==> src/rtl/onehot_pulse_decoder_pkg.sv <==
// Shared definitions for the one-hot pulse decoder: FSM state codes,
// default timing constants and a small elaboration helper.
package onehot_pulse_decoder_pkg;

  localparam logic [1:0] ST_IDLE = 2'd0;
  localparam logic [1:0] ST_HOLD = 2'd1;
  localparam logic [1:0] ST_GAP  = 2'd2;

  localparam int DEFAULT_HOLD = 4;
  localparam int DEFAULT_GAP  = 1;

  function automatic int max_int(input int a, input int b);
    return (a > b) ? a : b;
  endfunction

endpackage

==> src/rtl/onehot_pulse_decoder_bin2onehot.sv <==
// Combinational CODE_W-to-N_OUT decoder with an in-range flag for codes
// that have no matching output line.
module bin2onehot #(
  parameter int N_OUT  = 8,
  parameter int CODE_W = $clog2(N_OUT)
) (
  input  logic [CODE_W-1:0] code,
  output logic [N_OUT-1:0]  onehot,
  output logic              in_range
);

  // N_OUT never exceeds 2**CODE_W, so it fits in CODE_W+1 bits.
  assign in_range = ({1'b0, code} < (CODE_W + 1)'(N_OUT));

  always_comb begin
    // NOTE: assign a default before the loop so no bit is left unassigned on any path (no latch).
    onehot = '0;
    for (int i = 0; i < N_OUT; i++) begin
      onehot[i] = (code == CODE_W'(i));
    end
  end

endmodule

==> src/rtl/onehot_pulse_decoder.sv <==
// Sequential binary-to-one-hot decoder: each accepted index drives one line
// for HOLD cycles, followed by GAP all-zero guard cycles.
module onehot_pulse_decoder
  import onehot_pulse_decoder_pkg::*;
#(
  parameter int N_OUT  = 8,
  parameter int CODE_W = $clog2(N_OUT),
  parameter int HOLD   = DEFAULT_HOLD,
  parameter int GAP    = DEFAULT_GAP
) (
  input  logic              clk,
  input  logic              rst_n,
  input  logic [CODE_W-1:0] code_in,
  input  logic              code_valid,
  output logic              code_ready,
  input  logic              abort,
  output logic [N_OUT-1:0]  out,
  output logic              busy,
  output logic              err
);

  localparam int CNT_W = $clog2(max_int(HOLD, GAP) + 1);
  localparam logic [CNT_W-1:0] HOLD_LD = CNT_W'(HOLD - 1);
  localparam logic [CNT_W-1:0] GAP_LD  = (GAP > 0) ? CNT_W'(GAP - 1) : '0;

  logic [1:0]       state;
  logic [CNT_W-1:0] cnt;
  logic [N_OUT-1:0] dec;
  logic             dec_ok;
  logic             accept;

  bin2onehot #(
    .N_OUT  (N_OUT),
    .CODE_W (CODE_W)
  ) u_dec (
    .code     (code_in),
    .onehot   (dec),
    .in_range (dec_ok)
  );

  // Reset leaves state at ST_IDLE, so code_ready is already high during reset.
  assign code_ready = (state == ST_IDLE) && !abort;
  assign accept     = code_valid && code_ready;

  always_ff @(posedge clk or negedge rst_n) begin
    if (!rst_n) begin
      state <= ST_IDLE;
      cnt   <= '0;
      out   <= '0;
      busy  <= 1'b0;
      err   <= 1'b0;
    end else begin
      // NOTE: sequential state uses non-blocking assignments so every register samples pre-edge values.
      err <= 1'b0;
      if (abort) begin
        state <= ST_IDLE;
        cnt   <= '0;
        out   <= '0;
        busy  <= 1'b0;
      end else begin
        case (state)
          ST_IDLE: begin
            if (accept) begin
              if (dec_ok) begin
                out   <= dec;
                busy  <= 1'b1;
                state <= ST_HOLD;
                cnt   <= HOLD_LD;
              end else begin
                err <= 1'b1;
              end
            end
          end
          ST_HOLD: begin
            if (cnt == '0) begin
              out <= '0;
              if (GAP > 0) begin
                state <= ST_GAP;
                cnt   <= GAP_LD;
              end else begin
                state <= ST_IDLE;
                busy  <= 1'b0;
              end
            end else begin
              cnt <= cnt - 1'b1;
            end
          end
          ST_GAP: begin
            if (cnt == '0) begin
              state <= ST_IDLE;
              busy  <= 1'b0;
            end else begin
              cnt <= cnt - 1'b1;
            end
          end
          default: begin
            state <= ST_IDLE;
            cnt   <= '0;
            out   <= '0;
            busy  <= 1'b0;
          end
        endcase
      end
    end
  end

endmodule

==> config.mk <==
export PLATFORM = sky130hd
export DESIGN_NAME = onehot_pulse_decoder
export DESIGN_NICKNAME = d
export VERILOG_FILES = /design/src/rtl/onehot_pulse_decoder_pkg.sv /design/src/rtl/onehot_pulse_decoder_bin2onehot.sv /design/src/rtl/onehot_pulse_decoder.sv
export SDC_FILE = /design/constraint.sdc
export NUM_CORES = 1
export LEC_CHECK = 0
export CAP_MARGIN = 15
export CORE_MARGIN = 10
export CORE_UTILIZATION = 51
export CTS_CLUSTER_DIAMETER = 30
export DETAILED_ROUTE_END_ITERATION = 6
export PLACE_DENSITY_LB_ADDON = 0.12
export SLEW_MARGIN = 30
export SYNTH_ARGS = -nofsm -noshare
export SYNTH_HDL_FRONTEND = slang
export SYNTH_SLANG_ARGS = --single-unit
==> constraint.sdc <==
create_clock -name clk -period 3.5 [get_ports clk]
set_input_delay 1.05 -clock clk [delete_from_list [all_inputs] [get_ports clk]]
set_output_delay 1.05 -clock clk [all_outputs]
set_load 0.01 [all_outputs]
Word level (Yosys, flattened, before mapping)
Index checks and enable logic that the tools add are counted.

cells by class
  $add $sub $neg = 1
  eq/ne operators = 15
  muxes and demuxes = 18
  reduce and logical (&&, ||, !) cells = 10

operator list
  cell                                               number
  2-to-1 mux 8 bit                                   3
  one-hot mux 8 bit (3 select lines)                 1
  == test 3 bit (second input constant)              4
  2-to-1 mux 3 bit                                   4
  inequality test 3 bit (second input constant)      4
  one-hot mux 3 bit (3 select lines)                 1
  AND reduction 3 bit                                3
  2-to-1 mux 2 bit                                   4
  == test 3 x 2 -> 1 bit (second input constant)     2
  zero test 3 bit                                    2
  one-hot mux 2 bit (3 select lines)                 1
  inequality test 2 bit (second input constant)      2
  == test 3 x 1 -> 1 bit (second input constant)     1
  2-to-1 mux 1 bit                                   3
  one-hot mux 1 bit (3 select lines)                 1
  subtractor 3 x 1 -> 3 bit (second input constant)  1
  == test 2 x 1 -> 1 bit (second input constant)     1
  == test 2 bit (second input constant)              1
  logical AND 1 bit                                  2
  zero test 2 bit                                    1
  AND reduction 2 bit                                1
  zero test 1 bit                                    1

word-level totals
  flip-flop bits (word level) = 14
  input bits = 7

Longest topological paths before layout
  depth in word-level cells = 6
  mapped depth = 6
  gate-level depth less buffers = 6

By module
From an unflattened synthesis, not the netlist that was laid out.

second synthesis, totals
  cells, all modules = 94
  area, all modules = 873.3 um^2

by module, submodules not included
  module                instances  cells each  area an instance (um^2)
  onehot_pulse_decoder  1          84          797.0
  bin2onehot            1          10          76.3

Least setup slack after synthesis
OpenSTA, ideal clock, no wires.

  path kind = input port to output port
  from = in abort
  to = out code_ready
  arrival = 1571 ps
  required time = 2450 ps
  slack = 879 ps
  stages = 2
  path buffers = 1
  cells stage by stage = clkbuf_2 > nor3_1

on the way
  longest elaborated chain between the ends = 2

RTL lines
  item                line                        text
  start: declaration  onehot_pulse_decoder.sv:16  input logic abort,
  zero test 1 bit     onehot_pulse_decoder.sv:42  assign code_ready = (state == ST_IDLE) && !abort;
  logical AND 1 bit   onehot_pulse_decoder.sv:42
  end: declaration    onehot_pulse_decoder.sv:15  output logic code_ready,

No other way between the ends.

Final worst setup path
Same ends and word-level chain as after synthesis.

==> flow_summary_export.csv <==
group,metric,value,unit
placed_design,post-dp-hpwl,1190,um
timing,period_minus_slack,3.38,ns
pwr,p_leak,0.443,nW
yosys,yosysWarningCount,0,
job,maxCapViolCount,0,
critical_path,critPathLaunch,"abort",
clock_tree,numClockSinks,14,
clock_tree,cts_buffers,3,
final_layout,fin_nets,109,
yosys,ys_seq_elements,14,
floorplanning,num_rows,14,
grt,grt_pass1_wl,2810,um
yosys,synth_edf_count,0,
yosys,syn_avg_cell_area,9.82,um2
clock_tree,postCtsSetupBuffers,0,
yosys,syn-num-nets,90,
routing,drtPass1Iterations,3,
floorplanning,dieArea,3540,um2
grt,grt_overflow,0,
final_layout,antenna_cells,0,
hold_path,min_path_type,"reg -> reg",
clock_tree,cts_buffer_depth,2,
hold_path,min-delay-start,"cnt[1]$_DFFE_PN0P_",
yosys,synth.top_cell.area_share,0.440,
final_layout,finalInstanceArea,998,um2
clock_tree,clk_pin_slew,0.09,ns
critical_path,path_class,"in -> out",
grt,grt_pass1_vias,619,
grt,grt_antenna_before_repair,0,
timing,fin_crit_sh,0.965,
timing,setup_viol_count_final,0,
yosys,synth_most_common_cell,"dfrtp_1",
placed_design,numPlacedInstances,111,
critical_path,critPathArrivalTime,2.33,ns
critical_path,r2r_start,"cnt[0]$_DFFE_PN0P_",
timing,finalMaxSlewViolations,0,
pwr,vdd_ir_drop_max,0.000275,V
critical_path,crit_required,2.45,ns
clock_tree,cts.hold.buffers_added,0,
pwr,power.density,435,nW/um2
routing,drt_drc_violations_left,0,
clock_tree,htreeDepth,1,
critical_path,crit_fanout,2,
routing,wl_met2,686,um
routing,wl_met1,728,um
floorplanning,dieWidth,59.5,um
yosys,synth_area,796,um2
timing,rsz0062_at_grt,"no",
grt,grt_usage,0.100,
final_layout,area_growth,25.5,%
yosys,yosysSeqAreaShare,0.440,
status,outcome,"completed",
routing,highest_layer,"met4",
clock_tree,clock_latency,0.27,ns
timing,fmax,0.296,GHz
placed_design,place_ws,0.0974,ns
routing,wl,1540,um
routing,route.vias.total,612,
floorplanning,fp.dieH,59.5,um
yosys,synth_cell_types,27,
timing,final-hold-violation-count,0,
final_layout,fillerInstances,128,
routing,drtIter0Drc,11,
clock_tree,root_buffer,"clkbuf_4",
clock_tree,cts-resized-gates,0,
yosys,yosysTopAreaCell,"dfrtp_1",
hold_path,hold_depth,2,
floorplanning,top_level_ports,18,
timing,fin_skew,0.00576,ns
timing,finalHoldWorstSlack,0.490,ns
yosys,synthCells,81,
yosys,ys.flop_type,"dfrtp_1",
routing,drt-vias-per-instance,5.32,
routing,wl_per_cell,13.4,um
placed_design,gp_congestion,0.814,
critical_path,r2r.worst_path.cells,6,
routing,antenna_left,0,
floorplanning,coreArea,1490,um2
yosys,ys_async_sr_fraction,1.00,
timing,tightest_slew,0.620,ns
yosys,synthTopCellsByCount,"dfrtp_1, nor2_1, mux2_2",
yosys,yosys-top-cells-area,"dfrtp_1, mux2_2, nor2_1",
critical_path,worstSetupStartpointType,"input pin",
floorplanning,start_util,0.534,
timing,finalSetupTns,0,ns
critical_path,critical_path.endpoint_type,"output port",
routing,dr_wl_met3,116,um
placed_design,place_area,962,um2
grt,grt_max_degree,15,
final_layout,drive_above_1_share,0.192,
clock_tree,cts_tree,"done",
final_layout,final_cells,115,
placed_design,port_buffers,16,
timing,slew_headroom,0.586,
timing,setup_ws,0.123,ns
power breakdown:
part           internal, mW  switching [mW]  total [mW]
Clock                0.0631          0.0526       0.116
Combinational        0.0595          0.0689       0.128
Sequential            0.175          0.0147       0.190
cell usage in the layout (no fill, tap or decap), types with 2 or more instances in the layout:
master,instances
buf_4,2
dfrtp_1,14
a21oi_1,6
nor2_1,12
clkbuf_4,3
nor3_1,4
nand2_1,4
clkdlybuf4s50_1,16
o21ai_0,2
mux2_2,8
ha_1,2
nand2b_1,6
inv_1,6
per-layer routing:
metal	vias up	track usage
met1	286	0.127
met4	0	0.0385
met5	-	0
met2	9	0.144
met3	2	0.0451
li1	315	-
cell type report:
cell class / instances / area, um2 / share of cell area
repair buffers: 18 / 175 / 0.175
inverters: 6 / 22.5 / 0.0226
flip-flops and latches: 14 / 350 / 0.351
well taps: 16 / 20.0 / 0.0201
clock buffers: 4 / 36.3 / 0.0363
multi-input cells: 57 / 394 / 0.395
per-stage QoR:
stage	util	total power, mW
after floorplan	-	0.281
after global placement	0.646	0.319
after detailed placement	0.646	0.322
after CTS	0.671	0.440
after global routing	0.671	0.465
final	0.671	0.434
path summary, 6_finish.rpt:
check / end / slack [ns]
min: cnt[1]$_DFFE_PN0P_ / 0.49
max in group asynchronous: out[2]$_DFFE_PN0P_ / 1.94
max: code_ready / 0.12
min reg2reg: cnt[1]$_DFFE_PN0P_ / 0.49
max reg2reg: out[3]$_DFFE_PN0P_ / 1.58
min in group asynchronous: cnt[2]$_DFFE_PN0P_ / 1.15
registers in the layout, summed over array words and instances, names as in the netlist:
register and flops:
state 2, out 8, cnt 3, busy 1
worst max-delay path, stage by stage:
cell	delay [ns]
clkdlybuf4s50_1	0.42
nor3_1	0.25
clkdlybuf4s50_1	0.61
kinds of logic (layout without fill, tap and decap cells):
group / Yosys count / in the layout / share of synthesized area
AOI/OAI and AO/OA: 16 / 16 / 0.164
DFF: 14 / 14 / 0.440
other: 1 / 1 / 0.00471
buffers and inverters: 10 / 28 / 0.0645
muxes: 8 / 8 / 0.113
and+or+nand+nor: 30 / 30 / 0.182
adders and majority gates: 2 / 2 / 0.0314
Note: power is estimated with default switching activity, not from simulation.
